==> config.mk <==
export PLATFORM = sky130hd
export DESIGN_NAME = ama_riscv_store_shift_mask
export DESIGN_NICKNAME = d
export VERILOG_FILES = /design/src/rtl/ama_riscv_store_shift_mask_pkg.sv /design/src/rtl/ama_riscv_sync_fifo.sv /design/src/rtl/ama_riscv_store_shift_mask.sv
export SDC_FILE = /design/constraint.sdc
export NUM_CORES = 1
export LEC_CHECK = 0
export CAP_MARGIN = 15
export CELL_PAD_IN_SITES_DETAIL_PLACEMENT = 0
export CELL_PAD_IN_SITES_GLOBAL_PLACEMENT = 1
export CORE_MARGIN = 2
export CORE_UTILIZATION = 42
export DETAILED_ROUTE_END_ITERATION = 12
export GPL_ROUTABILITY_DRIVEN = 0
export PLACE_DENSITY_LB_ADDON = 0.1
export SLEW_MARGIN = 20
export SYNTH_ARGS = -nofsm -noshare
export SYNTH_HDL_FRONTEND = slang
export SYNTH_SLANG_ARGS = --single-unit
==> constraint.sdc <==
create_clock -name clk -period 20.7 [get_ports clk]
set_input_delay 4.14 -clock clk [delete_from_list [all_inputs] [get_ports clk]]
set_output_delay 4.14 -clock clk [all_outputs]
set_load 0.05 [all_outputs]
==> src/rtl/ama_riscv_store_shift_mask_pkg.sv <==
// Shared types and helpers for the DMEM store path.
package ama_riscv_store_shift_mask_pkg;

    // Access width encoded in funct3[1:0]; 2'b11 is reserved.
    typedef enum logic [1:0] {
        DMEM_DTYPE_BYTE = 2'd0,
        DMEM_DTYPE_HALF = 2'd1,
        DMEM_DTYPE_WORD = 2'd2
    } dmem_dtype_t;

    // One buffered DMEM write: word address, byte strobe, lane-replicated data.
    typedef struct packed {
        logic [29:0] addr_w;
        logic [3:0]  wstrb;
        logic [31:0] wdata;
    } store_entry_t;

    // Byte enables for an aligned store of the given width at the given byte offset.
    function automatic logic [3:0] store_wstrb(input logic [1:0] width, input logic [1:0] off);
        logic [3:0] strb;
        case (width)
            DMEM_DTYPE_BYTE: strb = 4'b0001 << off;
            DMEM_DTYPE_HALF: strb = 4'b0011 << off;
            DMEM_DTYPE_WORD: strb = 4'b1111;
            default:         strb = 4'b0000;
        endcase
        return strb;
    endfunction

endpackage

==> src/rtl/ama_riscv_sync_fifo.sv <==
// Generic synchronous FIFO with valid/ready on both sides and a registered count.
module ama_riscv_sync_fifo #(
    parameter int  DEPTH = 2,
    parameter type T     = logic [7:0]
) (
    input  logic                     clk,
    input  logic                     rst,
    input  logic                     in_valid,
    output logic                     in_ready,
    input  T                         in_data,
    output logic                     out_valid,
    input  logic                     out_ready,
    output T                         out_data,
    output logic [$clog2(DEPTH):0]   count
);
    localparam int PW = $clog2(DEPTH);
    localparam int CW = PW + 1;

    logic [PW-1:0] head_q, head_d;
    logic [PW-1:0] tail_q, tail_d;
    logic [CW-1:0] count_q, count_d;
    logic          push, pop;
    T              mem_q [DEPTH];

    assign in_ready  = (count_q != CW'(DEPTH));
    assign out_valid = (count_q != '0);
    // Gate the head entry so the outputs read zero whenever the FIFO is empty.
    assign out_data  = out_valid ? mem_q[head_q] : '0;
    assign count     = count_q;

    // Next-state pointers and occupancy from the two handshakes.
    always_comb begin
        // NOTE: every variable gets a default first so no path leaves it unassigned (no latch).
        push    = in_valid && in_ready;
        pop     = out_valid && out_ready;
        head_d  = head_q;
        tail_d  = tail_q;
        count_d = count_q;
        if (push) tail_d = tail_q + 1'b1;
        if (pop)  head_d = head_q + 1'b1;
        if (push && !pop)      count_d = count_q + 1'b1;
        else if (pop && !push) count_d = count_q - 1'b1;
    end

    // Pointer and count registers, cleared by reset.
    always_ff @(posedge clk) begin
        // NOTE: non-blocking assignments so every flop samples pre-edge values.
        if (rst) begin
            head_q  <= '0;
            tail_q  <= '0;
            count_q <= '0;
        end else begin
            head_q  <= head_d;
            tail_q  <= tail_d;
            count_q <= count_d;
        end
    end

    // Entry storage written at the tail.
    always_ff @(posedge clk) begin
        // NOTE: storage is not reset; the count gates validity and out_data masks stale entries.
        if (push) mem_q[tail_q] <= in_data;
    end

endmodule

==> src/rtl/ama_riscv_store_shift_mask.sv <==
// Store path: alignment check, shift/mask into DMEM lanes, buffering FIFO, misalign report.
module ama_riscv_store_shift_mask
    import ama_riscv_store_shift_mask_pkg::*;
#(
    parameter int DEPTH = 2
) (
    input  logic        clk,
    input  logic        rst,
    input  logic        req_valid,
    output logic        req_ready,
    input  logic [31:0] req_addr,
    input  logic [2:0]  req_width,
    input  logic [31:0] req_data,
    output logic        dmem_valid,
    input  logic        dmem_ready,
    output logic [31:0] dmem_addr,
    output logic [3:0]  dmem_wstrb,
    output logic [31:0] dmem_wdata,
    output logic        misalign,
    output logic [31:0] misalign_addr,
    output logic        pending
);
    logic [1:0]              off;
    logic [1:0]              width;
    logic                    misaligned;
    logic                    req_fire;
    logic                    fifo_in_ready;
    logic [$clog2(DEPTH):0]  fifo_count;
    store_entry_t            entry;
    store_entry_t            head;
    logic                    misalign_q, misalign_d;
    logic [31:0]             misalign_addr_q, misalign_addr_d;
    logic                    unused_width_msb;

    // funct3[2] only selects sign extension on loads.
    assign unused_width_msb = req_width[2];

    assign off       = req_addr[1:0];
    assign width     = req_width[1:0];
    assign req_ready = fifo_in_ready && !rst;
    assign req_fire  = req_valid && req_ready;

    // Alignment check and lane replication of the store data.
    always_comb begin
        misaligned   = 1'b1;
        entry        = '0;
        entry.addr_w = req_addr[31:2];
        entry.wstrb  = store_wstrb(width, off);
        case (width)
            DMEM_DTYPE_BYTE: begin
                misaligned  = 1'b0;
                entry.wdata = {4{req_data[7:0]}};
            end
            DMEM_DTYPE_HALF: begin
                misaligned  = off[0];
                entry.wdata = {2{req_data[15:0]}};
            end
            DMEM_DTYPE_WORD: begin
                misaligned  = (off != 2'b00);
                entry.wdata = req_data;
            end
            default: begin
                misaligned  = 1'b1;
                entry.wdata = req_data;
            end
        endcase
    end

    ama_riscv_sync_fifo #(
        .DEPTH (DEPTH),
        .T     (store_entry_t)
    ) u_fifo (
        .clk       (clk),
        .rst       (rst),
        .in_valid  (req_valid && !misaligned && !rst),
        .in_ready  (fifo_in_ready),
        .in_data   (entry),
        .out_valid (dmem_valid),
        .out_ready (dmem_ready),
        .out_data  (head),
        .count     (fifo_count)
    );

    assign dmem_addr  = {head.addr_w, 2'b00};
    assign dmem_wstrb = head.wstrb;
    assign dmem_wdata = head.wdata;
    assign pending    = (fifo_count != '0);

    // Misalign pulse and held address of the last rejected request.
    always_comb begin
        misalign_d      = req_fire && misaligned;
        misalign_addr_d = misalign_addr_q;
        if (req_fire && misaligned) misalign_addr_d = req_addr;
    end

    // Misalign report registers.
    always_ff @(posedge clk) begin
        if (rst) begin
            misalign_q      <= 1'b0;
            misalign_addr_q <= '0;
        end else begin
            misalign_q      <= misalign_d;
            misalign_addr_q <= misalign_addr_d;
        end
    end

    assign misalign      = misalign_q;
    assign misalign_addr = misalign_addr_q;

endmodule

== Word-level counts from Yosys, hierarchy flattened ==
Memories as Yosys holds them, arrays and structs flattened. A register that Yosys moved wholly into a read port is not among the register bits.
Index checks and enable logic that the tools add are counted.
Word-level totals
  register bits after elaboration: 37
  RAM bits: 132
  bits of input ports: 71
  memories: 1
Operators by class
  $add $sub $neg: 4
  eq/ne operators: 3
  shift-type cells: 2
  multiplexer cells: 10
  reductions and logical operators: 17
Memories
  u_fifo.mem_q: depth 2, width 66, read ports 1, clocked after Yosys merged registers in 1, wr ports 1, RTL line ama_riscv_sync_fifo.sv:23  | T mem_q [DEPTH];
Operator list (count)
  2-to-1 mux 66 bit: 1
  one-hot mux 32 bit (2 select lines): 1
  one-hot mux 4 bit (3 select lines): 1
  logical AND 1 bit: 9
  nonzero test 2 bit: 3
  logical NOT 1 bit: 4
  2-to-1 mux 1 bit: 4
  2-to-1 mux 2 bit: 2
  left shift 1 x 2 -> 4 bit (first input constant): 1
  left shift 2 x 2 -> 4 bit (first input constant): 1
  one-hot mux 1 bit (3 select lines): 1
  adder 1 bit (second input constant): 2
  adder 2 x 1 -> 2 bit (second input constant): 1
  == test 2 x 1 -> 1 bit (second input constant): 1
  == test 2 bit (second input constant): 1
  logical NOT 2 bit: 1
  != test 2 bit (second input constant): 1
  subtractor 2 x 1 -> 2 bit (second input constant): 1

== Depth between registers and ports, before layout ==
Gate-level depths: netlist of the first run.
  depth after elaboration: 10
  depth in mapped cells: 9
  mapped depth without buffers: 7

== Cells and area by module ==
Synthesis of the first run repeated with hierarchy kept, for this count alone.
Unflattened totals
  cell total of the unflattened synthesis: 476
  area total of the unflattened synthesis: 7091.8 µm²
Modules (own cells, without submodules)
  ama_riscv_sync_fifo: instances 1, cells each 304, area each 5203.7 µm², seq. area each 4063.9 µm²
  ama_riscv_store_shift_mask: instances 1, cells each 172, area each 1888.1 µm², seq. area each 660.6 µm²

== Worst setup path before layout of the first run ==
Ideal clock, no wire load.
  kind: input -> register
  start point: in req_width[0]
  end point: mem u_fifo.mem_q[0][0] in the netlist's numbering, enable pin
  library setup time: 0.573 ns
  arrival: 9.090 ns
  data required time: 20.127 ns
  setup slack: 11.037 ns
  stages: 4
  cells stage by stage: buf_4 a21oi_2 nor2_2 nor3_1
On the way
  word-level cells in the longest chain between the ends: 8
  elaborated cells between the ends (all ways): 10
RTL lines
  start: declaration: RTL line ama_riscv_store_shift_mask.sv:12  | input logic [2:0] req_width,
  == test 2 bit, or another cell as far along: RTL line ama_riscv_store_shift_mask.sv:49  | case (width)
  one-hot mux 1 bit (3 select lines) (*): RTL line ama_riscv_store_shift_mask.sv:49
  logical NOT 1 bit (*): RTL line ama_riscv_store_shift_mask.sv:75  | .in_valid (req_valid && !misaligned && !rst),
  logical AND 1 bit (*) (2 in a row): RTL line ama_riscv_store_shift_mask.sv:75
  logical AND 1 bit (*): RTL line ama_riscv_sync_fifo.sv:34  | push = in_valid && in_ready;
  2-to-1 mux 1 bit (*): RTL line ama_riscv_sync_fifo.sv:62  | if (push) mem_q[tail_q] <= in_data;
  2-to-1 mux 1 bit (not written as such) (*): RTL line ama_riscv_sync_fifo.sv:62
  end: declaration: RTL line ama_riscv_sync_fifo.sv:23
Mark *: on every way between the ends. The rest lies on a longest branch, timed or not.

== Worst setup path after layout of the first run ==
  start point: in rst
  end point: out req_ready
On the way
  word-level cells in the longest chain between the ends: 2
RTL lines
  start: declaration: RTL line ama_riscv_store_shift_mask.sv:8  | input logic rst,
  logical NOT 1 bit: RTL line ama_riscv_store_shift_mask.sv:40  | assign req_ready = fifo_in_ready && !rst;
  logical AND 1 bit: RTL line ama_riscv_store_shift_mask.sv:40
  end: declaration: RTL line ama_riscv_store_shift_mask.sv:10  | output logic req_ready,
Every way passes these cells.

==> results.txt, run 1 <==
outcome: finished, final reports clean
placed cell areas: 0.00881 mm²
R2R depth: 7
Top Ports: 175
Sw Pwr: 0.524 mW
crit end category: primary output
final instance area: 0.00948 mm²
Switching Share: 40.2%
DRT Wirelength: 16.4 mm
core area: 0.0164 mm²
Diodes inserted: 0
DIE AREA: 0.0177 mm²
DR vias: 4,619
combinational share of power: 42.7%
CTS tree: done
first-pass GRT wire length: 25.5 mm
Post-CTS Resized: 0
synthesized instance count: 521
Seq pwr share: 31.3%
Mapped Area: 0.00697 mm²
Rel. slew slack: 35.3%
CTS Buf Count: 17
Worst Setup Path Type: input port to primary output
vias per inst: 5.06
max-slew violations: 0
CP Data Required Time: 16,560 ps
Max Cap Viol: 0
Final Hold Viols: 0
Die Wd: 133 µm
Power, Total: 1.30 mW
Die Ht: 133 µm
Bufs on Longest Clock Path: 2
largest family of logic cells by synthesized area: multiplexers
layout cell share with drive strength beyond 1: 10.1%
Final Skew: 8.45 ps
Period minus WS final: 9820 ps
Wirelength per Cell: 18.0 µm
pin count of the biggest net entering global routing: 67
CP startpoint: rst
CTS H-tree depth: 4
Layout area overhead: 35.9%
vias in the first global route: 4,802
fmax: 102 MHz
latest clock arrival within the worst-skew pair: 430 ps
nets: 752
final setup vio count: 0
Unique masters post-synth: 34
Post-DP HPWL: 9.97 mm
most frequent cells in the layout: clkdlybuf4s50_1, edfxtp_1, mux2i_1
hold crit path type: flop to flop
effective utilization at floorplan: 42.5%
reg2reg end: u_fifo.count[1]$_SDFFE_PP0P_
Final period util: 47.5%
Root Buffer: clkbuf_16
TritonRoute pass-1 iters: 4
Ys Warns: 0
Detailed Route Iter0 Violations: 274
worst reg-to-reg setup slack: 18,000 ps
ANT nets after route: 0
synthesized area per cell: 13.4 µm²
Hold Buf Count CTS: 0
Leak Pwr: 3.12 nW
Seq/Total Area, Yosys: 67.7%
#FFs+latches synth: 170
Post-Synth Simple-Gate Area: 7.82%
PwrDens: 137 mW/mm²
mux contribution to synthesized area: 13.5%
FP Rows: 47
gr usage total: 19.0%
worst r2r src: u_fifo.count[0]$_SDFFE_PP0P_
P_int: 0.778 mW
post-synthesis adder-cell area fraction: 0.179%
Clk pwr share: 26.1%
most common cell after layout, fill and taps aside: clkdlybuf4s50_1
setup_tns: 0 ps
post-synthesis compound-gate area fraction: 6.51%
VDD IR max: 0.0000750 V
# DRC: 0
Post-Synth XOR/XNOR Area: 0.377%
RSZ-0062 raised after global routing: false
startpoint types: input port
port bufs: 171
Worst EP arrival: 5680 ps
worst slew pin tran: 971 ps
initial antenna violation count: 0
Post-CTS Setup Bufs: 0
Worst-path clk slew: 60 ps
Critical Path Sink: req_ready
worst-path maximum fanout: 4
# clock sinks: 170
GR Overflow Total: 0
## critical path, cell delays in order
cell             delay, ps
clkdlybuf4s50_1        420
inv_1                  160
o21a_1                 150
clkdlybuf4s50_1        810
## layer usage
layer,part of all wire [%],GRT usage (%)
met1,41,22.0
met2,52,33.7
met3,6.1,5.82
met4,1.1,6.15
met5,0,0
## state kept, by name (all words and copies together) (netlist names), named ones only
register,flops
u_fifo.mem_q,132
u_fifo.count,2
misalign,1
u_fifo.head_q,1
misalign_addr,32
u_fifo.tail_q,1
## cells by family after synthesis
logic type               count (synthesis)
multiplexers                            92
adder cells (fa/ha/maj)                  1
other                                    1
flip-flops                             170
AND/OR/NAND/NOR                        126
AO/OA/AOI/OAI                           83
XOR/XNOR                                 3
buffers and inverters                   45
## power by group through the flow
stage / registers, mW / logic [mW] / clock network, mW
6_report: 0.407 / 0.555 / 0.339
5_1_grt: 0.410 / 0.583 / 0.361
4_1_cts: 0.408 / 0.561 / 0.344
3_5_place_dp: 0.415 / 0.559 / 0
3_3_place_gp: 0.414 / 0.558 / 0
2_1_floorplan: 0.414 / 0.381 / 0
## cell usage after synthesis, drive strengths merged
library cell | number | area, µm²
edfxtp | 132 | 3960
nor2 | 77 | 294
mux2i | 76 | 761
o21ai | 43 | 230
dfxtp | 38 | 761
buf | 36 | 233
a21oi | 35 | 179
nand3 | 32 | 160
mux2 | 16 | 180
nand2 | 10 | 37.5
clkbuf | 6 | 22.5
inv | 3 | 11.3
xor2 | 3 | 26.3
nor3 | 2 | 21.3
and2b | 1 | 7.51
and3 | 1 | 6.26
conb | 1 | 3.75
ha | 1 | 12.5
nand2b | 1 | 6.26
o211a | 1 | 10.0
o211ai | 1 | 12.5
o21a | 1 | 7.51
o21bai | 1 | 7.51
o31ai | 1 | 7.51
or2 | 1 | 6.26
or3 | 1 | 6.26
## per-stage QoR
step | hold WS (ps) | setup WS [ps] | instances | utilization (%)
3_3_place_gp | 453 | 10860 | 880 | 53.7
4_1_cts | 479 | 10870 | 912 | 57.6
2_1_floorplan | 441 | 11040 | 522 | -
3_5_place_dp | 467 | 10880 | 880 | 53.7
6_report | 470 | 10880 | 913 | 57.8
5_1_grt | 490 | 10840 | 913 | 57.8
## layout make-up
cell class	count	area [µm²]
tap	220	275
inverter	3	11.3
clock buffer	23	510
clock inverter	9	131
multi-input combinational	307	2010
sequential	170	4730
fill	1337	6930
timing repair buffer	181	1810
## how the worst min path moves through the flow
stage | start | to | slack, ps | cells past startpoint
after CTS | misalign_addr[8]$_SDFFE_PP0P_ | misalign_addr[8]$_SDFFE_PP0P_ | 480 | 2
after floorplan | u_fifo.tail_q$_SDFFE_PP0P_ | u_fifo.tail_q$_SDFFE_PP0P_ | 440 | 2
after global routing | misalign_addr[12]$_SDFFE_PP0P_ | misalign_addr[12]$_SDFFE_PP0P_ | 490 | 2
after global placement | misalign_addr[12]$_SDFFE_PP0P_ | misalign_addr[12]$_SDFFE_PP0P_ | 450 | 2
final | misalign_addr[8]$_SDFFE_PP0P_ | misalign_addr[8]$_SDFFE_PP0P_ | 470 | 2
after detailed placement | misalign_addr[12]$_SDFFE_PP0P_ | misalign_addr[12]$_SDFFE_PP0P_ | 470 | 2
Note: power is estimated with default switching activity, not from simulation.
==> run 2, diff against run 1 <==
--- a/config.mk
+++ b/config.mk
@@ -9,7 +9,7 @@
 export CELL_PAD_IN_SITES_DETAIL_PLACEMENT = 0
 export CELL_PAD_IN_SITES_GLOBAL_PLACEMENT = 1
 export CORE_MARGIN = 2
-export CORE_UTILIZATION = 42
+export CORE_UTILIZATION = 35
 export DETAILED_ROUTE_END_ITERATION = 12
 export GPL_ROUTABILITY_DRIVEN = 0
 export PLACE_DENSITY_LB_ADDON = 0.1
==> constraint.sdc (replaced) <==
create_clock -name clk -period 8.85 [get_ports clk]
set_input_delay 1.77 -clock clk [delete_from_list [all_inputs] [get_ports clk]]
set_output_delay 1.77 -clock clk [all_outputs]
set_load 0.05 [all_outputs]
==> results.txt, run 2 (synthesis gave the netlist of run 1 again) <==
outcome: finished, final reports clean
CTS tree: done
Detailed Route Iter0 Violations: 189 (-31%)
CP delay by family, top: buffers and inverters
final setup vio count: 0 (unchanged)
Bufs on Longest Clock Path: 2 (unchanged)
PwrDens: 318 mW/mm² (+130%)
TritonRoute pass-1 iters: 4 (unchanged)
Period minus WS final: 5110 ps
DRT Wirelength: 16.8 mm (+2.2%)
hold crit path type: flop to flop
port bufs: 171 (unchanged)
worst-path cell chain: clkdlybuf4s50_1 > inv_1 > o21a_1 > clkdlybuf4s50_1
Largest register FFs: 132 (unchanged)
Layout area overhead: 36.6%
final non-filler cell total: 959 (+5.0%)
R2R depth: 7 (unchanged)
hold path start: misalign_addr[9]$_SDFFE_PP0P_
# DRC: 0 (unchanged)
Worst Setup Path Type: input port to primary output
RSZ-0062 raised after global routing: false
Top Ports: 175 (unchanged)
vias in the first global route: 4,680 (-2.5%)
worst r2r src: u_fifo.count[0]$_SDFFE_PP0P_
critical path depth: 4 (unchanged)
most common cell after layout, fill and taps aside: clkdlybuf4s50_1
effective utilization at floorplan: 35.7% (-6.8 points)
Leak Pwr: 3.13 nW (+0.19%)
core area: 0.0195 mm² (+19%)
DIE AREA: 0.0211 mm² (+19%)
Biggest register: u_fifo.mem_q
CP Data Required Time: 7080 ps (-9480 ps)
latest clock arrival within the worst-skew pair: 420 ps (about the same)
final instance area: 0.00953 mm² (+0.51%)
Worst Hold End: misalign_addr[9]$_SDFFE_PP0P_
CTS H-tree depth: 4 (unchanged)
Hold Slack: 468 ps (-1.40 ps)
Crit path buffers/inverters: 3 (unchanged)
Placed Cells: 926 (+5.2%)
Post-DP HPWL: 10.3 mm (+3.8%)
worst slew pin tran: 994 ps (+22.9 ps)
Final Hold Viols: 0 (unchanged)
layout cell share with drive strength beyond 1: 9.80% (-0.30 points)
Final period util: 57.8%
fmax: 196 MHz
# clock sinks: 170 (unchanged)
crit end category: primary output
nets: 753 (+0.13%)
Die Ht: 145 µm (+9.3%)
Worst-path clk slew: 60 ps (about the same)
Power, Total: 3.03 mW (+130%)
Max Cap Viol: 0 (unchanged)
Die Wd: 145 µm (+9.3%)
Post-CTS Resized: 0 (unchanged)
CTS Buf Count: 17 (unchanged)
worst-path maximum fanout: 4 (unchanged)
ANT nets after route: 0 (unchanged)
worst reg-to-reg setup slack: 6220 ps (-11,780 ps)
CP dominant cell by count: clkdlybuf4s50_1
Diodes inserted: 0 (unchanged)
CP peak stage delay: 810 ps (about the same)
vias per inst: 4.78 (-5.5%)
VDD IR max: 0.000186 V (+150%)
FP Rows: 51 (+8.5%)
setup_tns: 0 ps (unchanged)
first-pass GRT wire length: 25.8 mm (+1.2%)
Worst EP arrival: 3340 ps (-2340 ps)
Wirelength per Cell: 17.5 µm (-2.7%)
gr usage total: 15.9% (-3.1 points)
startpoint types: input port
Hold Buf Count CTS: 0 (unchanged)
reg2reg end: u_fifo.count[1]$_SDFFE_PP0P_
max-slew violations: 0 (unchanged)
Root Buffer: clkbuf_16
slowest CP cell: clkdlybuf4s50_1
placed cell areas: 0.00887 mm² (+0.72%)
hold depth: 2 (unchanged)
Final Skew: 6.85 ps (-1.61 ps)
initial antenna violation count: 0 (unchanged)
GR Overflow Total: 0 (unchanged)
Rel. slew slack: 33.7% (-1.5 points)
DR vias: 4,586 (-0.71%)
most frequent cells in the layout: clkdlybuf4s50_1, edfxtp_1, mux2i_1
Post-CTS Setup Bufs: 0 (unchanged)
pin count of the biggest net entering global routing: 67 (unchanged)
[run 2: cell types whose count changed in the layout (fill, tap and decap cells not counted)]
cell | previous run | this run
clkbuf_16 | 19 | 20
clkbuf_8 | 2 | 1
bufinv_16 | 3 | 2
o211a_1 | 0 | 1
clkbuf_1 | 2 | 3
inv_6 | 0 | 2
clkinvlp_4 | 1 | 0
clkinv_2 | 2 | 1
buf_4 | 9 | 10
o211a_2 | 1 | 0
clkinv_1 | 0 | 1
clkinv_4 | 2 | 1
[run 2: worst max-delay path by stage]
stage                             from                           end  slack [ps]
after floorplan           req_width[0]  u_fifo.mem_q[0][0]$_DFFE_PP_        1560
after detailed placement           rst                     req_ready        3760
after global placement             rst                     req_ready        3750
after CTS                          rst                     req_ready        3750
final                              rst                     req_ready        3740
after global routing               rst                     req_ready        3670
[run 2: cell type report]
| class | instances | area [µm²] |
|---|---|---|
| inverters | 3 | 11.3 |
| flip-flops and latches | 170 | 4730 |
| fillers | 1785 | 10000 |
| well taps | 265 | 332 |
| repair buffers | 182 | 1810 |
| clock buffers | 24 | 526 |
| clock inverters | 8 | 101 |
| multi-input cells | 307 | 2010 |
[run 2: report_power, final]
part           leakage, nW  total (mW)  internal (mW)  switching [mW]
Sequential            1.51       0.945          0.909          0.0364
Clock                0.309       0.770          0.476           0.294
Combinational         1.31        1.31          0.420           0.895
Total                 3.13        3.03           1.80            1.23
[run 2: metrics by stage]
step,setup WS (ps),utilization (%)
finish,3740,48.8
global route,3670,48.8
CTS,3750,48.6
detailed placement,3760,45.4
global placement,3750,45.4
floorplan,1560,-
[run 2: worst register-to-register path: cells and delay by family, from the launching register on]
kind | cells | cell delay (ps)
flip-flops | 1 | 410
buffers and inverters | 2 | 770
AND/OR/NAND/NOR | 3 | 950
AO/OA/AOI/OAI | 1 | 150
adder cells (fa/ha/maj) | 1 | 280
[run 2: routing by layer]
layer / routed length (µm) / GRT usage [%] / vias up
met3: 1000 / 5.19 / 18
met5: 0 / 0 / -
li1: - / - / 2217
met4: 241 / 5.00 / 0
met1: 7200 / 18.9 / 2216
met2: 8320 / 27.4 / 135
